<file path="src/rtl/row_scan_decoder.sv">
// Row scan decoder: manual one-hot decode of a line index, or an automatic
// scan that drives each select line in turn for `dwell` cycles, separated by
// `gap` all-zero cycles, and pulses `done` once the last line is released.
//
// Ports:
//   clk     - single clock, rising edge
//   reset   - synchronous, active-high
//   enable  - manual-mode output enable
//   select  - manual-mode line index
//   mode    - 0 = manual decode, 1 = auto-scan (sampled in IDLE only)
//   start   - scan request (sampled in IDLE with mode=1)
//   abort   - terminates a scan in progress
//   out     - registered one-hot (or all-zero) select lines
//   row     - index of the current or last driven scan row
//   busy    - high while a scan is in progress (DRIVE or GAP)
//   done    - one-cycle pulse on scan completion
module row_scan_decoder #(
   parameter int unsigned width = 8,
   parameter int unsigned dwell = 4,
   parameter int unsigned gap   = 1
) (
   input  logic                       clk,
   input  logic                       reset,
   input  logic                       enable,
   input  logic [$clog2(width)-1:0]   select,
   input  logic                       mode,
   input  logic                       start,
   input  logic                       abort,
   output logic [width-1:0]           out,
   output logic [$clog2(width)-1:0]   row,
   output logic                       busy,
   output logic                       done
);

   localparam int unsigned RW  = $clog2(width);
   localparam int unsigned DCW = (dwell > 1) ? $clog2(dwell) : 1;
   localparam int unsigned GCW = (gap > 1) ? $clog2(gap) : 1;

   localparam logic [RW-1:0]  ROW_LAST   = RW'(width - 1);
   localparam logic [DCW-1:0] DWELL_LAST = DCW'(dwell - 1);
   localparam logic [GCW-1:0] GAP_LAST   = GCW'((gap > 0) ? gap - 1 : 0);
   localparam bit             HAS_GAP    = (gap != 0);

   typedef enum logic [1:0] {
      IDLE  = 2'd0,
      DRIVE = 2'd1,
      GAP   = 2'd2
   } state_t;

   state_t           state_q, state_d;
   logic [width-1:0] out_d;
   logic [RW-1:0]    row_d;
   logic             busy_d;
   logic             done_d;
   logic [DCW-1:0]   dcnt_q, dcnt_d;
   logic [GCW-1:0]   gcnt_q, gcnt_d;
   logic [RW-1:0]    row_nxt;

   assign row_nxt = row_q_plus_one(row);

   function automatic logic [RW-1:0] row_q_plus_one(input logic [RW-1:0] r);
      return r + RW'(1);
   endfunction

   // State and registered outputs
   always_ff @(posedge clk) begin
      if (reset) begin
         state_q <= IDLE;
         out     <= '0;
         row     <= '0;
         busy    <= 1'b0;
         done    <= 1'b0;
         dcnt_q  <= '0;
         gcnt_q  <= '0;
      end else begin
         state_q <= state_d;
         out     <= out_d;
         row     <= row_d;
         busy    <= busy_d;
         done    <= done_d;
         dcnt_q  <= dcnt_d;
         gcnt_q  <= gcnt_d;
      end
   end

   // Next-state and next-output logic
   always_comb begin
      state_d = state_q;
      out_d   = out;
      row_d   = row;
      busy_d  = busy;
      done_d  = 1'b0;
      dcnt_d  = dcnt_q;
      gcnt_d  = gcnt_q;

      case (state_q)
         IDLE: begin
            busy_d = 1'b0;
            if (mode) begin
               out_d = '0;
               // start wins over a simultaneous abort: abort is meaningless here
               if (start) begin
                  state_d = DRIVE;
                  row_d   = '0;
                  out_d   = width'(1);
                  busy_d  = 1'b1;
                  dcnt_d  = '0;
               end
            end else begin
               // Out-of-range indices (non power-of-two widths) decode to zero
               out_d = (enable && (32'(select) < width)) ? (width'(1) << select) : '0;
            end
         end

         DRIVE: begin
            if (abort) begin
               state_d = IDLE;
               out_d   = '0;
               busy_d  = 1'b0;
            end else if (dcnt_q == DWELL_LAST) begin
               if (row == ROW_LAST) begin
                  state_d = IDLE;
                  out_d   = '0;
                  busy_d  = 1'b0;
                  done_d  = 1'b1;
               end else if (HAS_GAP) begin
                  state_d = GAP;
                  out_d   = '0;
                  gcnt_d  = '0;
               end else begin
                  row_d  = row_nxt;
                  out_d  = width'(1) << row_nxt;
                  dcnt_d = '0;
               end
            end else begin
               dcnt_d = dcnt_q + DCW'(1);
            end
         end

         GAP: begin
            if (abort) begin
               state_d = IDLE;
               out_d   = '0;
               busy_d  = 1'b0;
            end else if (gcnt_q == GAP_LAST) begin
               state_d = DRIVE;
               row_d   = row_nxt;
               out_d   = width'(1) << row_nxt;
               dcnt_d  = '0;
            end else begin
               gcnt_d = gcnt_q + GCW'(1);
            end
         end

         default: begin
            state_d = IDLE;
            out_d   = '0;
            busy_d  = 1'b0;
         end
      endcase
   end

endmodule

</file>
<file path="config.mk">
export PLATFORM = sky130hd
export DESIGN_NAME = row_scan_decoder
export DESIGN_NICKNAME = d
export VERILOG_FILES = /design/src/rtl/row_scan_decoder.sv
export SDC_FILE = /design/constraint.sdc
export NUM_CORES = 1
export LEC_CHECK = 0
export BUFFER_PORTS_ARGS = -buffer_cell sky130_fd_sc_hd__buf_4
export CELL_PAD_IN_SITES_DETAIL_PLACEMENT = 2
export CELL_PAD_IN_SITES_GLOBAL_PLACEMENT = 2
export CORE_AREA = 10 10 65 67
export CTS_BUF_LIST = sky130_fd_sc_hd__clkbuf_16
export CTS_CLUSTER_DIAMETER = 200
export DETAILED_ROUTE_END_ITERATION = 8
export DIE_AREA = 0 0 75 77
export PLACE_DENSITY = 0.9
export SLEW_MARGIN = 10
export SYNTH_ARGS = -nofsm -noshare
export SYNTH_HDL_FRONTEND = slang
export SYNTH_SLANG_ARGS = --single-unit
</file>
<file path="constraint.sdc">
create_clock -name clk -period 5.1 [get_ports clk]
set_clock_uncertainty 0.1 [all_clocks]
set_input_delay 0.255 -clock clk [delete_from_list [all_inputs] [get_ports clk]]
set_output_delay 0.255 -clock clk [all_outputs]
set_load 0.02 [all_outputs]
</file>
==> results of run 1 <==
## Yosys cell counts, types with 2 or more instances
master	number
nor3b_1	4
or4b_1	2
nor2_1	7
a31oi_1	3
nand4_1	2
dfxtp_1	17
nor2b_1	2
a21oi_1	2
nand3b_1	3
ha_1	8
and2b_1	2
o31ai_1	2
nand2b_1	3
nand3_1	6
and3_1	2
inv_1	6
a211o_1	2
a221o_1	3
nand2_1	4
nor3_1	3
buf_2	2
## flip-flops by register name, indices dropped and copies added, names as in the netlist
register,flops
row,3
dcnt_q,2
busy,1
done,1
out,8
state_q,2
## worst max-delay path: cells and delay by family (launching register included)
| family | cells | cell delay, ns |
|---|---|---|
| flops | 1 | 0.46 |
| simple gates | 2 | 1.04 |
| compound gates | 1 | 0.24 |
## stage by stage
step | utilization [%] | area (um2) | std cells
2_1_floorplan | - | 945.9 | 102
3_3_place_gp | 37.61 | 1120 | 152
3_5_place_dp | 37.61 | 1120 | 152
4_1_cts | 40.29 | 1200 | 156
5_1_grt | 40.29 | 1200 | 156
6_report | 40.29 | 1200 | 156
## report_power, final
group | switching, mW | internal [mW] | leakage (nW) | total, mW
Sequential | 0.00277 | 0.135 | 0.138 | 0.138
Clock | 0.0583 | 0.105 | 0.0409 | 0.163
Combinational | 0.0167 | 0.0116 | 0.357 | 0.0283
## metal layers
layer / track usage [%] / share of wire [%]
met5: 0 / 0
met4: 3.977 / 1.4
met3: 2.960 / 4.7
met2: 19.83 / 50
met1: 14.31 / 44
## area by class of cell
class / count / area share (%)
flip-flops and latches: 17 / 28.36
clock buffers: 3 / 6.257
repair buffers: 21 / 13.14
well taps: 33 / 3.441
inverters: 6 / 1.877
multi-input cells: 75 / 46.51
clock inverters: 1 / 0.4171
## worst max path at each step
stage               startpoint  endpoint  slack, ns  depth (start not counted)
finish              state_q[0]    out[0]       3.18                          3
global route        state_q[0]    out[0]       2.99                          3
CTS                 state_q[0]    out[0]       3.24                          3
detailed placement  state_q[0]    out[0]       3.28                          3
global placement    state_q[0]    out[1]       3.34                          3
floorplan               row[0]    out[6]       3.35                          5
## kinds of logic (layout without fill, tap and decap cells)
| group | after synthesis | after routing |
|---|---|---|
| AND/OR/NAND/NOR | 48 | 48 |
| flip-flops | 17 | 17 |
| adder cells (fa/ha/maj) | 8 | 8 |
| buffers and inverters | 10 | 31 |
| AO/OA/AOI/OAI | 19 | 19 |
==> summary.md, run 1 <==
| Metric | Value |
|---|---|
| Area fraction of the dominant cell type after synthesis | `35.98%` |
| Reg2reg path depth | `3` |
| Reg2reg start | `state_q[0]` |
| Rows | `20` |
| Final min period | `1.920 ns` |
| Number of antenna-violating nets in the routed design | `0` |
| Static Leakage | `about 0.54 nW` |
| Final hold vios | `0` |
| FF-to-FF setup slack | `roughly 3.2 ns` |
| Post-synth top area cell | `dfxtp_1` |
| Post-DR vias/cell | `roughly 5.7` |
| Post-synth EDFFs | `0` |
| Run status | `completed` |
| Wirelength per Cell | `a little over 20 um` |
| #FFs+latches synth | `17` |
| Worst Path Required | `slightly above 5 ns` |
| Synth Flop Type | `dfxtp_1` |
| Minimum hold slack | `0.2328 ns` |
| Fraction of registers with async set/reset | `0%` |
| Netlist cell types | `38` |
| Num CTS Buffers | `3` |
| Antenna fix cells | `0` |
| Syn_area_per_cell | `9.274 um2` |
| DP Wirelength | `2384 um` |
| Die height | `just under 80 um` |
| Global route overflow | `0` |
| Layout area overhead | `26.85%` |
| DR pass1 iterations | `4` |
| Mux contribution to synthesized area | `0%` |
| Origin of the worst min-delay path | `reset` |
| Synth Instances | `about 100` |
| Share of post-route cells with drive strength above 1 | `22.76%` |
| Setup TNS | `0 ns` |
| Starting density of the core | `31.76%` |
| Yosys warnings | `0` |
| Max-cap violations | `0` |
| Most common cell after layout, fill and taps aside | `buf_4` |
| Crit-path slowest cell | `nor4b_1` |
| Gpl congestion | `0.7567` |
| Clock root buffer | `clkbuf_16` |
| Reg-to-reg endpoint | `out[0]` |
| # fillers | `315` |
| Critical path class | `reg -> reg` |
| Worst hold path class | `in -> reg` |
| First-pass GRT wire length | `between 5000 and 6000 um` |
| First DRT Iteration DRCs | `between 40 and 50` |
| Layout net count | `141` |
| Vias | `around 890` |
| Crit start category | `flip-flop` |
| Commonest cells after routing, fill and taps aside | `buf_4, dfxtp_1, ha_1` |
| Post_cts resized | `0` |
| Register Area | `340.3 um2` |
| Arr. time, crit path | `1.99 ns` |
| Die area | `0.005775 mm2` |
| Worst-skew pair later-pin latency | `0.25 ns` |
| Vias in the first global route | `roughly 1000` |
| Synth Area in XOR/XNOR | `0%` |
| Pwr per Cell Area | `274.6 mW/mm2` |
| Final max-slew violation count | `0` |
| Area of the multi-input gates | `around 560 um2` |
| Worst-path maximum fanout | `14` |
| CP Capture Type | `flip-flop` |
| Register area share after synthesis | `35.98%` |
| Period utilization | `between 30% and 40%` |
| H-Tree Depth | `1` |
| CTS max path bufs | `2` |
| Sink of the worst hold path | `state_q[0]` |
| Worst-Margin Slew | `0.9010 ns` |
| DRC | `0` |
| Final setup margin | `3.180 ns` |
| Worst IR drop on VDD | `between 90 and 100 uV` |
| Die width | `75 um` |
| CTS Sinks | `17` |
| Main combinational cell family by area after synthesis | `simple AND/OR/NAND/NOR gates` |
| Simple-gate share of the synthesized area | `31.88%` |
| TritonCTS clock tree | `yes` |
| Synth Area in Compound Gates | `16.53%` |
| Initial antenna violation count | `0` |
| Synthesized net count | `119` |
| Placement Setup Slack | `around 3.3 ns` |
| CP peak stage delay | `0.86 ns` |
| Hold-fix buffer count after cts | `0` |
| Synthesized cell area | `945.9 um2` |
| Area of the core | `0.002978 mm2` |
| Max-slew headroom | `39.09%` |
| RSZ-0062 raised after global routing | `no` |
| Area contributors post-synth | `dfxtp_1, ha_1, a221o_1` |
| Max Clk Rate | `between 0.5 and 0.6 GHz` |
| Count of final setup violators | `0` |
| Setup Buffers After CTS | `0` |
| CP cell instances | `nor4b_1 > nand3_1 > a31oi_1` |
| GRT Util Overall | `11.95%` |
| Clk pin slew, worst setup/hold paths | `0.06 ns` |
| Count of buffers from port buffering | `21` |
| Worst hold stages | `2` |
| Largest net degree at the start of global routing | `17` |
| Power, Total | `approximately 0.33 mW` |
| Detailed Route WL | `3232 um` |
| Post-Synth Adder-Cell Area | `between 10% and 20%` |
| IO Pins | `22` |
(Power assumes the default switching activity.)
==> run 2, diff against run 1 <==
--- a/config.mk
+++ b/config.mk
@@ -8,12 +8,12 @@
 export BUFFER_PORTS_ARGS = -buffer_cell sky130_fd_sc_hd__buf_4
 export CELL_PAD_IN_SITES_DETAIL_PLACEMENT = 2
 export CELL_PAD_IN_SITES_GLOBAL_PLACEMENT = 2
-export CORE_AREA = 10 10 65 67
+export CORE_AREA = 10 10 67 69
 export CTS_BUF_LIST = sky130_fd_sc_hd__clkbuf_16
 export CTS_CLUSTER_DIAMETER = 200
 export DETAILED_ROUTE_END_ITERATION = 8
-export DIE_AREA = 0 0 75 77
-export PLACE_DENSITY = 0.9
+export DIE_AREA = 0 0 77 79
+export PLACE_DENSITY = 0.86
 export SLEW_MARGIN = 10
 export SYNTH_ARGS = -nofsm -noshare
 export SYNTH_HDL_FRONTEND = slang
==> constraint.sdc (replaced) <==
create_clock -name clk -period 1.86 [get_ports clk]
set_clock_uncertainty 0.1 [all_clocks]
set_input_delay 0.093 -clock clk [delete_from_list [all_inputs] [get_ports clk]]
set_output_delay 0.093 -clock clk [all_outputs]
set_load 0.02 [all_outputs]
==> summary.md, run 2 (synthesis results as in run 1) <==
| Metric | Value |
|---|---|
| Largest net degree at the start of global routing | `17` |
| Rows | `21` |
| Antenna fix cells | `0` |
| Reg2reg path depth | `5` |
| Share of post-route cells with drive strength above 1 | `25.98%` |
| Worst hold stages | `2` |
| Starting density of the core | `approximately 29%` |
| Max-slew headroom | `73.55%` |
| Detailed Route WL | `3236 um` |
| Crit start category | `flip-flop` |
| CP Capture Type | `flip-flop` |
| Largest register FFs | `8` |
| Clock root buffer | `clkbuf_16` |
| Initial antenna violation count | `0` |
| Commonest cells after routing, fill and taps aside | `buf_4, dfxtp_1, ha_1` |
| Layout net count | `145` |
| Die height | `between 70 and 80 um` |
| Count of buffers from port buffering | `21` |
| Worst IR drop on VDD | `approximately 240 uV` |
| Critical path class | `reg -> reg` |
| Die width | `77 um` |
| # fillers | `374` |
| CTS max path bufs | `2` |
| Layout Cells excl Fill | `roughly 170` |
| Hold-fix buffer count after cts | `0` |
| Reg2reg start | `row[1]` |
| Arr. time, crit path | `1.78 ns` |
| Layout area overhead | `32.14%` |
| Final setup margin | `0.1133 ns` |
| Global route overflow | `0` |
| Origin of the worst min-delay path | `reset` |
| Vias in the first global route | `1028` |
| Power, Total | `0.8854 mW` |
| Max-cap violations | `0` |
| Post_cts resized | `0` |
| FF-to-FF setup slack | `0.11 ns` |
| Gpl congestion | `approximately 0.76` |
| Vias | `around 900` |
| Clk pin slew, worst setup/hold paths | `0.05 ns` |
| DP Cell Count | `169` |
| Wirelength per Cell | `approximately 19 um` |
| Largest Register | `out` |
| Sink of the worst hold path | `busy` |
| Area of the core | `0.003232 mm2` |
| Worst-Margin Slew | `0.3953 ns` |
| Number of antenna-violating nets in the routed design | `0` |
| GRT Util Overall | `between 10% and 20%` |
| TritonCTS clock tree | `yes` |
| Count of final setup violators | `0` |
| Static Leakage | `0.5608 nW` |
| Largest registers | `out (8), row (3)` |
| Period utilization | `93.91%` |
| H-Tree Depth | `1` |
| DRC | `0` |
| Die area | `roughly 0.0061 mm2` |
| IO Pins | `22` |
| Setup TNS | `0 ns` |
| Num CTS Buffers | `3` |
| Final hold vios | `0` |
| Worst-skew pair later-pin latency | `0.25 ns` |
| Minimum hold slack | `approximately 0.073 ns` |
| RSZ-0062 raised after global routing | `no` |
| Placement Setup Slack | `0.06807 ns` |
| Reg-to-reg endpoint | `out[6]` |
| DR pass1 iterations | `4` |
| DP Wirelength | `2587 um` |
| Post-DR vias/cell | `5.225` |
| Most common cell after layout, fill and taps aside | `buf_4` |
| Run status | `completed` |
| First DRT Iteration DRCs | `51` |
| Worst Path Required | `1.89 ns` |
| CTS Sinks | `17` |
| Pwr per Cell Area | `708.3 mW/mm2` |
| First-pass GRT wire length | `between 5000 and 6000 um` |
| Max Clk Rate | `0.5725 GHz` |
| Final max-slew violation count | `0` |
| Final min period | `1.747 ns` |
| Worst hold path class | `in -> reg` |
| Worst-path maximum fanout | `5` |
| Setup Buffers After CTS | `0` |
-- run 2: cell count changes in the layout (fill, tap and decap cells not counted) --
cell	previous run	this run
inv_1	6	7
clkinv_2	1	0
or4b_4	0	1
buf_4	21	25
or4b_1	2	1
dfxtp_1	17	16
dfxtp_2	0	1
-- run 2: per-layer routing --
metal,GRT usage [%],wire length [um],vias up
met3,1.914,94,5
met5,0,0,-
li1,-,-,431
met4,4.380,55,0
met1,12.87,1477,447
met2,19.06,1608,21
-- run 2: per-stage QoR --
stage	utilization, %	instance area (um2)
floorplan	-	945.9
global placement	36.08	1166
detailed placement	36.08	1166
CTS	38.52	1245
global route	38.68	1250
finish	38.68	1250
-- run 2: area by class of cell --
type	count	area, um2	area share [%]
Multi-Input combinational cell	75	561.8	44.94
Sequential cell	17	341.6	27.33
Timing Repair Buffer	25	187.7	15.02
Clock buffer	3	75.07	6.006
Tap cell	46	57.56	4.605
Inverter	6	22.52	1.802
Clock inverter	1	3.754	0.3003
-- run 2: where the power goes --
group	internal (mW)	switching (mW)
Sequential	0.370	0.00340
Clock	0.285	0.141
Combinational	0.0355	0.0497
Total	0.691	0.194
-- run 2: worst max-delay path by stage --
stage,start,end
final,row[1],out[6]
after global routing,row[1],out[6]
after CTS,dcnt_q[0],out[6]
after detailed placement,dcnt_q[0],out[2]
after global placement,dcnt_q[0],out[0]
after floorplan,row[0],out[6]
-- run 2: critical path: stages, from the launching register on --
cell	delay (ns)
dfxtp_2	0.34
ha_1	0.21
ha_1	0.27
and3b_1	0.24
and3_1	0.21
a221o_1	0.26
